`config.mk`:
```
export PLATFORM = sky130hd
export DESIGN_NAME = controlador_movimento
export DESIGN_NICKNAME = d
export VERILOG_FILES = /design/src/rtl/movimento_pkg.sv /design/src/rtl/sincroniza_entradas.sv /design/src/rtl/controlador_movimento.sv
export SDC_FILE = /design/constraint.sdc
export NUM_CORES = 1
export LEC_CHECK = 0
export CAP_MARGIN = 5
export CORE_MARGIN = 5
export CORE_UTILIZATION = 45
export DETAILED_ROUTE_END_ITERATION = 7
export HOLD_SLACK_MARGIN = 0.1
export PLACE_DENSITY = 0.66
export SYNTH_ARGS = -nofsm -noshare
export SYNTH_HDL_FRONTEND = slang
export SYNTH_SLANG_ARGS = --single-unit
```
`constraint.sdc`:
```
create_clock -name clk -period 8.39 [get_ports clk]
set_input_delay 2.0975 -clock clk [delete_from_list [all_inputs] [get_ports clk]]
set_output_delay 2.0975 -clock clk [all_outputs]
set_load 0.02 [all_outputs]
```
`src/rtl/movimento_pkg.sv`:
```
// Shared types and constants for the on-screen object motion path.
// Also imported by the drawing and collision blocks.
package movimento_pkg;

  typedef enum logic [1:0] {
    IDLE   = 2'd0,
    CALC   = 2'd1,
    COMMIT = 2'd2
  } estado_t;

  localparam logic MODO_MANUAL = 1'b0;
  localparam logic MODO_QUICA  = 1'b1;

  localparam int H_RES_PADRAO    = 640;
  localparam int V_RES_PADRAO    = 480;
  localparam int OBJ_SIZE_PADRAO = 50;

  localparam logic [3:0] PASSO_00 = 4'd1;
  localparam logic [3:0] PASSO_01 = 4'd2;
  localparam logic [3:0] PASSO_10 = 4'd4;
  localparam logic [3:0] PASSO_11 = 4'd8;

  function automatic logic [3:0] passo(input logic [1:0] sel);
    logic [3:0] p;
    p = PASSO_00;
    unique case (sel)
      2'b00: p = PASSO_00;
      2'b01: p = PASSO_01;
      2'b10: p = PASSO_10;
      2'b11: p = PASSO_11;
    endcase
    return p;
  endfunction

endpackage

```
`src/rtl/sincroniza_entradas.sv`:
```
// Multi-stage synchronizer for asynchronous board inputs.
// Resets every stage to the inactive level of each bit.
module sincroniza_entradas #(
  parameter int         STAGES  = 2,
  parameter int         W       = 7,
  parameter logic [W-1:0] RST_VAL = '0
) (
  input  logic         clk,
  input  logic         rst_n,
  input  logic [W-1:0] d_i,
  output logic [W-1:0] q_o
);

  logic [W-1:0] sync_q [STAGES];

  always_ff @(posedge clk or negedge rst_n) begin
    if (!rst_n) begin
      for (int i = 0; i < STAGES; i++) sync_q[i] <= RST_VAL;
    end else begin
      sync_q[0] <= d_i;
      for (int i = 1; i < STAGES; i++) sync_q[i] <= sync_q[i-1];
    end
  end

  assign q_o = sync_q[STAGES-1];

endmodule

```
`src/rtl/controlador_movimento.sv`:
```
// Frame-synchronous object position controller (manual keys or bounce).
// New position is committed once per frame during vertical blanking.
module controlador_movimento
  import movimento_pkg::*;
#(
  parameter int H_RES       = H_RES_PADRAO,
  parameter int V_RES       = V_RES_PADRAO,
  parameter int OBJ_SIZE    = OBJ_SIZE_PADRAO,
  parameter int X_INIT      = 150,
  parameter int Y_INIT      = 150,
  parameter int SYNC_STAGES = 2
) (
  input  logic       clk,
  input  logic       reset_n,
  input  logic       frame_tick,
  input  logic [3:0] KEY,
  input  logic [2:0] SW,
  output logic [9:0] pos_x,
  output logic [8:0] pos_y,
  output logic       update_done,
  output logic       bouncing
);

  localparam logic signed [10:0] X_MAX = 11'(H_RES - OBJ_SIZE);
  localparam logic signed [10:0] Y_MAX = 11'(V_RES - OBJ_SIZE);

  logic [6:0] sync_c;
  logic [3:0] key_s;
  logic [2:0] sw_s;

  sincroniza_entradas #(
    .STAGES (SYNC_STAGES),
    .W      (7),
    .RST_VAL({3'b000, 4'hF})
  ) u_sync (
    .clk  (clk),
    .rst_n(reset_n),
    .d_i  ({SW, KEY}),
    .q_o  (sync_c)
  );

  assign key_s = sync_c[3:0];
  assign sw_s  = sync_c[6:4];

  estado_t    state_q;
  logic [9:0] pos_x_q;
  logic [8:0] pos_y_q;
  logic       upd_q;
  logic       bounce_q;
  logic       dir_x_neg_q;
  logic       dir_y_neg_q;

  logic signed [10:0] step_c;
  logic signed [10:0] dx_c;
  logic signed [10:0] dy_c;
  logic signed [10:0] cand_x_c;
  logic signed [10:0] cand_y_c;
  logic [9:0]         pos_x_d;
  logic [8:0]         pos_y_d;
  logic               hit_x_c;
  logic               hit_y_c;
  logic               right_c;
  logic               left_c;
  logic               up_c;
  logic               down_c;

  always_comb begin
    step_c  = signed'({7'd0, passo(sw_s[2:1])});
    right_c = ~key_s[0];
    left_c  = ~key_s[1];
    up_c    = ~key_s[2];
    down_c  = ~key_s[3];
    dx_c    = '0;
    dy_c    = '0;
    if (bounce_q == MODO_QUICA) begin
      dx_c = dir_x_neg_q ? -step_c : step_c;
      dy_c = dir_y_neg_q ? -step_c : step_c;
    end else begin
      if (right_c && !left_c) dx_c = step_c;
      if (left_c && !right_c) dx_c = -step_c;
      if (down_c && !up_c)    dy_c = step_c;
      if (up_c && !down_c)    dy_c = -step_c;
    end
    cand_x_c = signed'({1'b0, pos_x_q}) + dx_c;
    cand_y_c = signed'({2'b00, pos_y_q}) + dy_c;

    // Reaching a limit exactly also counts as a hit so bounce reflects there.
    hit_x_c = 1'b1;
    pos_x_d = '0;
    if (cand_x_c <= 0)          pos_x_d = '0;
    else if (cand_x_c >= X_MAX) pos_x_d = X_MAX[9:0];
    else begin
      pos_x_d = cand_x_c[9:0];
      hit_x_c = 1'b0;
    end

    hit_y_c = 1'b1;
    pos_y_d = '0;
    if (cand_y_c <= 0)          pos_y_d = '0;
    else if (cand_y_c >= Y_MAX) pos_y_d = Y_MAX[8:0];
    else begin
      pos_y_d = cand_y_c[8:0];
      hit_y_c = 1'b0;
    end
  end

  always_ff @(posedge clk or negedge reset_n) begin
    if (!reset_n) begin
      state_q     <= IDLE;
      pos_x_q     <= 10'(X_INIT);
      pos_y_q     <= 9'(Y_INIT);
      upd_q       <= 1'b0;
      bounce_q    <= MODO_MANUAL;
      dir_x_neg_q <= 1'b0;
      dir_y_neg_q <= 1'b0;
    end else begin
      upd_q <= 1'b0;
      unique case (state_q)
        IDLE: begin
          if (frame_tick) begin
            bounce_q <= sw_s[0];
            state_q  <= CALC;
          end
        end
        CALC: begin
          pos_x_q <= pos_x_d;
          pos_y_q <= pos_y_d;
          upd_q   <= 1'b1;
          if (bounce_q == MODO_QUICA) begin
            if (hit_x_c) dir_x_neg_q <= ~dir_x_neg_q;
            if (hit_y_c) dir_y_neg_q <= ~dir_y_neg_q;
          end
          state_q <= COMMIT;
        end
        COMMIT: state_q <= IDLE;
        default: state_q <= IDLE;
      endcase
    end
  end

  assign pos_x       = pos_x_q;
  assign pos_y       = pos_y_q;
  assign update_done = upd_q;
  assign bouncing    = bounce_q;

endmodule

```
Word-level counts from Yosys, hierarchy flattened

Cells that the tools add are included.

$add $sub $neg: 3
Order comparisons: 4
Reduce and logical (&&, ||, !) cells: 9
Equality and inequality tests: 5
Bitwise operators: 6
Multiplexer cells: 20

Operators with widths:

| kind                                                                    | count |
|---|---|
| 11-bit two-way mux                                                      | 6 |
| 11-bit by 1-bit <= comparator with 1-bit output, second input constant  | 2 |
| 10-bit two-way mux                                                      | 2 |
| 9-bit two-way mux                                                       | 2 |
| 4-bit one-hot mux with 4 select lines                                   | 1 |
| 10-bit by 11-bit adder with 11-bit output                               | 1 |
| 11-bit adder                                                            | 1 |
| 11-bit by 10-bit >= comparator with 1-bit output, second input constant | 1 |
| 11-bit >= comparator, second input constant                             | 1 |
| 4-bit negation with 11-bit output                                       | 1 |
| 4-bit two-way mux                                                       | 2 |
| 1-bit NOT                                                               | 6 |
| 3-bit AND reduction                                                     | 2 |
| 1-bit two-way mux                                                       | 5 |
| 2-bit by 1-bit == test with 1-bit output, second input constant         | 2 |
| 2-bit == test, second input constant                                    | 2 |
| 1-bit logical AND                                                       | 4 |
| 2-bit zero test                                                         | 2 |
| 2-bit one-hot mux with 2 select lines                                   | 1 |
| 2-bit two-way mux                                                       | 1 |
| 2-bit != test, second input constant                                    | 1 |
| 2-bit AND reduction                                                     | 1 |

Output and inout bits: 21
Flip-flop bits (word level): 39
Bits of input ports: 10

Logic depth before layout (Yosys ltp)

Gate-level depths: netlist (run 1).

Depth after elaboration: 10
Gate-level depth with buffers: 14

Modules after synthesis

A second synthesis (run 1) with hierarchy kept.

Cells, all modules: 300
Area, all modules: 2713.9 um^2

By module, submodules not included:

| module                | cells each | area an instance (um^2) | instances |
|---|---|---|---|
| controlador_movimento | 279        | 2301.0                  | 1 |
| sincroniza_entradas   | 21         | 412.9                   | 1 |

Worst setup path after synthesis (run 1)

No wires, ideal clock.

Path type: register -> register
From: register bounce_q, in the netlist bouncing
To: register pos_x_q[4], in the netlist pos_x[4]
Period minus slack after synthesis: 3463 ps
Cell stages (with the launch flop): 15
Library setup time: 80 ps
Buffers on the path: 1
Data arrival time: 3384 ps
Path slack: 4927 ps
Cells stage by stage: dfrtp_1 > clkbuf_1 > nor3_1 > nor3_1 > ha_1 > inv_1 > fa_1 > and3b_1 > o21ai_0 > o21ai_0 > a221oi_1 > or4_4 > o31ai_4 > nor3_2 > a32o_1

Word-level cells in the longest chain between the ends: 5
Elaborated cells between the ends (all ways): 6

Ends and longest elaborated chain:

| item                   | line                         | source |
|---|---|---|
| from (decl)            | controlador_movimento.sv:49  | `logic bounce_q;` |
| from (signal assigned) | controlador_movimento.sv:121 | `bounce_q <= sw_s[0];` |
| 11-bit two-way mux *   | controlador_movimento.sv:75  | `if (bounce_q == MODO_QUICA) begin` |
| 11-bit adder *         | controlador_movimento.sv:84  | `cand_x_c = signed'({1'b0, pos_x_q}) + dx_c;` |
| 11-bit >= comparator   | controlador_movimento.sv:91  | `else if (cand_x_c >= X_MAX) pos_x_d = X_MAX[9:0];` |
| 10-bit two-way mux     | controlador_movimento.sv:91  |  |
| 10-bit two-way mux *   | controlador_movimento.sv:90  | `if (cand_x_c <= 0) pos_x_d = '0;` |
| to (signal assigned)   | controlador_movimento.sv:110 | `pos_x_q <= 10'(X_INIT);` |
| to (signal assigned)   | controlador_movimento.sv:126 | `pos_x_q <= pos_x_d;` |
| to (decl)              | controlador_movimento.sv:46  | `logic [9:0] pos_x_q;` |

Every way passes the cells marked *; elsewhere a longest branch is shown, timed or not.
A chain may end at the register's enable or synchronous reset.

Final worst setup path (run 1)

From: register u_sync.sync_q, in the netlist u_sync.q_o[1]
To: register pos_x_q[4], in the netlist pos_x[4]

Word-level cells in the longest chain between the ends: 8
Elaborated cells between the ends (all ways): 11

Ends and longest elaborated chain:

| item                                                          | line                                                     | source |
|---|---|---|
| from (decl)                                                   | sincroniza_entradas.sv:14                                | `logic [W-1:0] sync_q [STAGES];` |
| 1-bit logical AND / 1-bit NOT (equally long branches)         | controlador_movimento.sv:79, controlador_movimento.sv:70 |  |
| 4-bit two-way mux / 1-bit logical AND (equally long branches) | controlador_movimento.sv:79, controlador_movimento.sv:80 |  |
| 11-bit two-way mux *                                          | controlador_movimento.sv:80                              | `if (left_c && !right_c) dx_c = -step_c;` |
| 11-bit two-way mux *                                          | controlador_movimento.sv:75                              |  |
| 11-bit adder *                                                | controlador_movimento.sv:84                              |  |
| 11-bit >= comparator                                          | controlador_movimento.sv:91                              |  |
| 10-bit two-way mux                                            | controlador_movimento.sv:91                              |  |
| 10-bit two-way mux *                                          | controlador_movimento.sv:90                              |  |

Marks and branches as above.

==> results of run 1 <==
[flip-flops by register name, indices dropped and copies added (netlist names), 2 cells and up]
name	cells
u_sync.sync_q	7
pos_y	9
state_q	2
u_sync.q_o	7
pos_x	10
[worst register-to-register path, stage by stage, from the launching register on]
cell and delay, ns:
sky130_fd_sc_hd__dfstp_2 0.53, sky130_fd_sc_hd__nor2b_1 0.25, sky130_fd_sc_hd__nor3_1 0.08, sky130_fd_sc_hd__nor3_1 0.19, sky130_fd_sc_hd__ha_1 0.21, sky130_fd_sc_hd__inv_1 0.05, sky130_fd_sc_hd__fa_1 0.42, sky130_fd_sc_hd__and3b_1 0.25
sky130_fd_sc_hd__o21ai_0 0.15, sky130_fd_sc_hd__o21ai_0 0.19, sky130_fd_sc_hd__a221oi_1 0.13, sky130_fd_sc_hd__or4_4 0.58, sky130_fd_sc_hd__o31ai_4 0.27, sky130_fd_sc_hd__nor3_2 0.15, sky130_fd_sc_hd__a32o_1 0.29
[synth_stat cells (all sizes together) (2+ instances only)]
cell      n
o31ai     4
clkbuf    7
nand3     4
dfstp    16
nor2b     7
nor3     14
a31o      4
nand3b    3
a22o      8
o21bai    2
and3b     2
ha       21
o311ai    5
o311a     2
xor2      4
xnor2    10
o21a      4
nand2    35
o2111ai   2
nor3b     3
nand2b    7
dfrtp    23
a211oi    7
a21o      7
o41ai     2
nand4b    2
a21oi    11
nor2     18
a31oi     2
o21ai    27
and2      7
fa        2
inv      10
[placed cells by master (no fill, tap or decap), types with 2 or more instances in the layout]
master / n
sky130_fd_sc_hd__nand2b_1: 7
sky130_fd_sc_hd__clkdlybuf4s50_1: 29
sky130_fd_sc_hd__nor2_1: 18
sky130_fd_sc_hd__o311ai_0: 3
sky130_fd_sc_hd__fa_1: 2
sky130_fd_sc_hd__and2_1: 6
sky130_fd_sc_hd__and3b_1: 2
sky130_fd_sc_hd__nand3_1: 4
sky130_fd_sc_hd__nand2_1: 35
sky130_fd_sc_hd__nand3b_1: 3
sky130_fd_sc_hd__o31ai_1: 3
sky130_fd_sc_hd__nor2b_1: 7
sky130_fd_sc_hd__ha_1: 21
sky130_fd_sc_hd__inv_1: 10
sky130_fd_sc_hd__o311a_1: 2
sky130_fd_sc_hd__nor3_1: 13
sky130_fd_sc_hd__a22o_1: 8
sky130_fd_sc_hd__o21bai_1: 2
sky130_fd_sc_hd__dfstp_2: 16
sky130_fd_sc_hd__o41ai_1: 2
sky130_fd_sc_hd__o21a_1: 4
sky130_fd_sc_hd__o2111ai_1: 2
sky130_fd_sc_hd__nand4b_1: 2
sky130_fd_sc_hd__a211oi_1: 7
sky130_fd_sc_hd__a21oi_1: 11
sky130_fd_sc_hd__o21ai_0: 26
sky130_fd_sc_hd__dfrtp_1: 23
sky130_fd_sc_hd__xor2_1: 4
sky130_fd_sc_hd__a31oi_1: 2
sky130_fd_sc_hd__a21o_1: 7
sky130_fd_sc_hd__o311ai_1: 2
sky130_fd_sc_hd__clkbuf_8: 5
sky130_fd_sc_hd__a31o_2: 4
sky130_fd_sc_hd__nor3b_1: 3
sky130_fd_sc_hd__xnor2_1: 10
[per-layer routing]
metal | GRT usage | part of all wire
met5 | 0 | 0
met1 | 0.2352 | 0.49
met3 | 0.04610 | 0.059
met2 | 0.2548 | 0.44
met4 | 0.02371 | 0.0039
[final timing paths]
kind	start	endpoint	slack (ns)	cells after the start
setup / recovery	u_sync.q_o[1]	pos_x[4]	4.60	14
hold / removal	u_sync.sync_q[12]	u_sync.q_o[5]	0.35	0
setup reg to reg	u_sync.q_o[1]	pos_x[4]	4.60	14
hold reg to reg	u_sync.sync_q[12]	u_sync.q_o[5]	0.35	0
max in group asynchronous	reset_n	pos_y[3]	5.96	1
min in group asynchronous	reset_n	pos_y[8]	1.90	1
[through the flow]
step	power (mW)	cells	cell area [um^2]
final	1.362	404	3211
after detailed placement	1.187	396	3095
after CTS	1.360	404	3211
after global placement	1.178	396	3095
after global routing	1.471	404	3211
after floorplan	0.9524	298	2730
[power breakdown]
group,internal [mW],leakage (nW),switching [mW],total (mW)
Sequential,0.253,0.454,0.0522,0.305
Clock,0.0896,0.0548,0.0727,0.162
Combinational,0.375,0.904,0.519,0.894
[cell type report]
cell class	instances	area share
tap	75	0.02923
timing repair buffer	31	0.09431
inverter	10	0.01169
clock buffer	5	0.02143
clock inverter	3	0.01442
sequential	39	0.3102
multi-input combinational	241	0.5187
[kinds of logic (layout without fill, tap and decap cells)]
kind of cell	count (synthesis)	in the layout	share of synthesized area
flops	39	39	0.3648
simple gates	109	109	0.2067
mux	2	2	0.007791
compound gates	93	93	0.2397
xor+xnor	14	14	0.04491
buf+inv	18	49	0.02521
fa+ha+maj	23	23	0.1109
==> impl_metrics.yaml, run 1 <==
status:
  outcome: "finished clean"
timing:
  final.period_utilization: 0.4523
  worst_pin_slew_ns: 0.8426
  slew_viol_final: 0
  fmax_mhz: 263.5
  setup_violations: 0
  clock_skew_ns: 0.004156
  timing.final.ws_setup_ns: 4.596
  rsz_0062_raised_after_global_routing: "false"
  hold_slack_ns: 0.3499
  setup-tns-final_ns: 0
  timing.final.crit_period_ns: 3.795
  timing.max_slew.rel_slack: 0.4382
  hold_viol_final: 0
clock_tree:
  cts_sinks: 39
  cts.path.max_buffers: 2
  count_of_cells_resized_by_post_cts_repair: 0
  worst_skew_pair.late_latency_ns: 0.30
  tritoncts: "built"
  postCtsHoldBufs: 0
  numCtsBuffers: 5
  htree_num_levels: 2
  clock-root-buffer: "sky130_fd_sc_hd__clkbuf_8"
  postCtsSetupBuffers: 0
  clkTransAtPathRegs_ns: 0.08
setup_path:
  crit_path_max_fanout: 5
  worst-path-buf-inv: 1
  cp_slowest_cell: "sky130_fd_sc_hd__or4_4"
  worst_setup_path_end_kind: "register"
  timing.critical_path.cells: "nor2b_1 -> nor3_1 -> nor3_1 -> ha_1 -> inv_1 -> fa_1 -> and3b_1 -> o21ai_0 -> o21ai_0 -> a221oi_1 -> or4_4 -> o31ai_4 -> nor3_2 -> a32o_1"
  criticalPathCategory: "reg2reg"
  worstPathArrival_ns: 4.03
  family_of_cells_with_the_greatest_summed_delay_on_the_critical_path: "simple AND/OR/NAND/NOR gates"
  worst_setup_path_start_kind: "register"
  cp_slowest_stage_delay_ns: 0.58
  worst-endpoint-required_ns: 8.62
logic_synthesis:
  postSynthRegisterBits: 39
  async_reset_ff_frac: 1.000
  yosysUniqueCellTypes: 54
  netlist.top_cell.by_area: "sky130_fd_sc_hd__dfrtp_1"
  synth_area_mm2: 0.002730
  ys.warnings.count: 0
  count_of_mapped_cells_out_of_synthesis: 298
  synth.top_cells.by_area: "sky130_fd_sc_hd__dfrtp_1 (21%), sky130_fd_sc_hd__dfstp_2 (15%), sky130_fd_sc_hd__ha_1 (9.6%)"
  ys_seq_area_frac: 0.3648
  synth_top_area_frac: 0.2108
  dominantRegCellSynth: "sky130_fd_sc_hd__dfrtp_1"
  syn-num-nets: 331
  synth_enable_flop_cells: 0
  syn_area_per_cell_um2: 9.161
final_layout:
  drive_above_1_share: 0.1094
  ff_latch_area_um2: 996.0
  area_overhead_of_the_layout_relative_to_synthesis_pct: 17.60
  layout.core_utilization: 0.5423
  multiInputGateArea_mm2: 0.001665
  num-nets-final: 361
  num-fill-cells: 566
  antenna_diode_count: 0
hold_path:
  hp-class: "reg2reg"
placement:
  dpl_worst_slack_ns: 4.618
  place.detailed.hpwl_um: 4632
  number_of_i_o_port_buffers: 30
  final_gp_congestion: 0.9445
grt:
  antenna_found_initial: 0
  grt_remaining_overflow: 0
  grt_pass1_vias: 2161
  combined_global_route_utilization_of_all_metal_layers: 0.1646
  grt_pass1_wl_um: 10030
  maximum_number_of_pins_on_one_net_before_global_route_repair: 40
pwr:
  leakagePower_nw: 1.413
  peakVddDrop_mv: 0.1735
  pwr_density_cell_mw_per_mm2: 424.2
floorplanning:
  initial_utilization: 0.4611
  height_of_the_chip_um: 87.89
  die_x_um: 87.89
  num_io_pins: 31
  floorplan.die_area_mm2: 0.007725
  core.rowCount: 28
  core_mm2: 0.005921
detailed_routing:
  route.antenna.remaining_nets: 0
  drt_first_iter_violations: 119
  firstDrtPassIters: 4
  route.final.wire_length_um: 6137
  via_count: 2293
  via_per_inst: 5.676
  detail_route.drc_violations: 0
  avgRoutedWirePerCell_um: 15.19
run:
  max_cap_viol_count: 0
Power figures use the tool's default switching activity.
==> run 2: changes to the inputs <==
PLACE_DENSITY = 0.69   (was 0.66)
clock period = 3.35 ns   (was 8.39 ns; I/O delays follow)
==> impl_metrics.yaml, run 2 (synthesized netlist as in run 1, its figures left out) <==
status:
  outcome: "finished with violations"
  violations_in_the_final_reports: "setup timing"
clock_tree:
  postCtsHoldBufs: 0
  cts_sinks: 39
  worst_skew_pair.late_latency_ns: 0.29
  numCtsBuffers: 5
  clkTransAtPathRegs_ns: 0.08
  htree_num_levels: 2
  tritoncts: "built"
  clock-root-buffer: "sky130_fd_sc_hd__clkbuf_8"
  cts.path.max_buffers: 2
detailed_routing:
  avgRoutedWirePerCell_um: 16.22
  detail_route.drc_violations: 0
  route.antenna.remaining_nets: 0
  drt-met1-wl_um: 3492
  top_layer: "met4"
  dr_wl_met2_um: 3603
  drt_first_iter_violations: 127
  via_count: 2675
  via_per_inst: 5.728
  route.final.wire_length_um: 7575
  firstDrtPassIters: 4
  met3WireLength_um: 402
final_layout:
  mostFrequentLayoutCell: "sky130_fd_sc_hd__buf_4"
  mostFrequentLayoutCells: "sky130_fd_sc_hd__buf_4 (60), sky130_fd_sc_hd__nand2_1 (31), sky130_fd_sc_hd__clkdlybuf4s50_1 (29), sky130_fd_sc_hd__dfrtp_1 (22)"
  antenna_diode_count: 0
  num-nets-final: 424
  fin_cells: 467
  drive_above_1_share: 0.3852
  num-fill-cells: 467
  flip_flop_count_of_the_largest_register_all_copies_and_words_added: 10
  layout.core_utilization: 0.6758
  area_overhead_of_the_layout_relative_to_synthesis_pct: 46.56
floorplanning:
  core_mm2: 0.005921
  height_of_the_chip_um: 87.89
  initial_utilization: 0.4611
  die_x_um: 87.89
  core.rowCount: 28
  floorplan.die_area_mm2: 0.007725
  num_io_pins: 31
setup_path:
  worst-endpoint-required_ns: 3.57
  r2r_cell_count: 14
  rrSetupSlack_ns: -0.02
  worst_setup_path_end_kind: "register"
  cp_slowest_stage_delay_ns: 0.56
  family_of_cells_with_the_greatest_summed_delay_on_the_critical_path: "simple AND/OR/NAND/NOR gates"
  regToRegEndpoint: "pos_x[1]"
  crit_path_max_fanout: 4
  r2r_startpoint: "u_sync.q_o[1]"
  cp_slowest_cell: "sky130_fd_sc_hd__dfstp_2"
  timing.critical_path.cells: "nor2b_4 -> buf_6 -> a211oi_4 -> a211oi_2 -> ha_2 -> and3b_2 -> or3_4 -> o21ai_2 -> a221oi_2 -> or4_4 -> o31ai_4 -> buf_6 -> nor2_1 -> a22o_1"
  critical-path-top-cell-by-count: "sky130_fd_sc_hd__buf_6"
  worst_setup_path_start_kind: "register"
  worst-path-buf-inv: 2
  worstPathArrival_ns: 3.59
  criticalPathCategory: "reg2reg"
timing:
  final.period_utilization: 1.006
  timing.final.crit_period_ns: 3.369
  fmax_mhz: 296.9
  timing.max_slew.rel_slack: 0.4519
  setup_violations: 3
  setup-tns-final_ns: -0.04259
  hold_slack_ns: 0.3521
  hold_viol_final: 0
  rsz_0062_raised_after_global_routing: "true"
  timing.final.ws_setup_ns: -0.01852
  worst_pin_slew_ns: 0.8221
  clock_skew_ns: 0.004974
  slew_viol_final: 0
grt:
  antenna_found_initial: 0
  combined_global_route_utilization_of_all_metal_layers: 0.1922
  grt_pass1_wl_um: 11810
  grt_remaining_overflow: 0
  maximum_number_of_pins_on_one_net_before_global_route_repair: 40
  grt_pass1_vias: 2555
pwr:
  switchingPower_mw: 2.009
  overall_power_after_layout_mw: 4.539
  leakagePower_nw: 1.795
  comb_power_share: 0.727
  internal_power_mw: 2.530
  pwr_density_cell_mw_per_mm2: 1134
  seqPwrFrac: 0.171
  peakVddDrop_mv: 0.5156
  power.share.switching: 0.4427
  clock_power_share: 0.102
placement:
  final_gp_congestion: 0.9197
  number_of_i_o_port_buffers: 30
  place.detailed.hpwl_um: 5355
  place_inst: 447
hold_path:
  worst_hold_path.num_cells: 0
  hp-class: "reg2reg"
  min_from: "u_sync.sync_q[13]"
  timing.hold.worst_endpoint: "u_sync.q_o[6]"
run:
  max_cap_viol_count: 0
run 2: power groups by stage:
stage | Clock (mW) | Combinational, mW | Sequential [mW]
2_1_floorplan | 0 | 1.52 | 0.867
3_3_place_gp | 0 | 2.65 | 0.777
3_5_place_dp | 0 | 2.70 | 0.786
4_1_cts | 0.470 | 2.80 | 0.779
5_1_grt | 0.500 | 3.58 | 0.800
6_report | 0.463 | 3.30 | 0.776
run 2: metrics by stage:
stage / setup slack (ns) / instance area [um^2]
2_1_floorplan: 0.001509 / 2735
3_3_place_gp: -0.1328 / 3482
3_5_place_dp: -0.2916 / 3482
4_1_cts: 0.001245 / 3697
5_1_grt: -0.1642 / 4001
6_report: -0.01852 / 4001
run 2: worst max path at each step:
| stage | from | end | slack, ns | cells after the start |
|---|---|---|---|---|
| after floorplan | u_sync.q_o[0] | pos_x[4] | 0.002 | 14 |
| after global placement | u_sync.q_o[0] | pos_x[8] | -0.13 | 15 |
| after detailed placement | u_sync.q_o[0] | pos_x[8] | -0.29 | 16 |
| after CTS | u_sync.q_o[1] | pos_x[1] | 0.001 | 16 |
| after global routing | bouncing | pos_x[4] | -0.16 | 14 |
| final | u_sync.q_o[1] | pos_x[1] | -0.02 | 14 |
run 2: layout make-up:
| class | instances | area, um^2 | share of cell area |
|---|---|---|---|
| flip-flops and latches | 39 | 997.2 | 0.2492 |
| clock buffers | 6 | 72.57 | 0.01814 |
| well taps | 75 | 93.84 | 0.02345 |
| clock inverters | 2 | 60.06 | 0.01501 |
| multi-input cells | 241 | 1956 | 0.4887 |
| repair buffers | 94 | 784.5 | 0.1961 |
| inverters | 10 | 37.54 | 0.009381 |
run 2: worst reg2reg max path, delay by kind of cell, from the launching register on:
family                     cells  cell delay, ns
AOI/OAI and AO/OA              6            0.83
adders and majority gates      1            0.31
buffers and inverters          2            0.27
DFF                            1            0.56
and+or+nand+nor                5            1.32
run 2: per-layer routing:
| layer | global-route usage | vias up |
|---|---|---|
| met1 | 0.2715 | 1304 |
| met5 | 0 | - |
| met4 | 0.03766 | 0 |
| li1 | - | 1284 |
| met3 | 0.03481 | 12 |
| met2 | 0.3103 | 75 |
run 2: timing repair:
action | 4_1_cts | 5_1_grt
gates resized for setup | 22 | 54
setup buffers | 2 | 11
setup endpoints to repair | 9 | 19
cloned | 0 | 0
pin swaps | 14 | 27
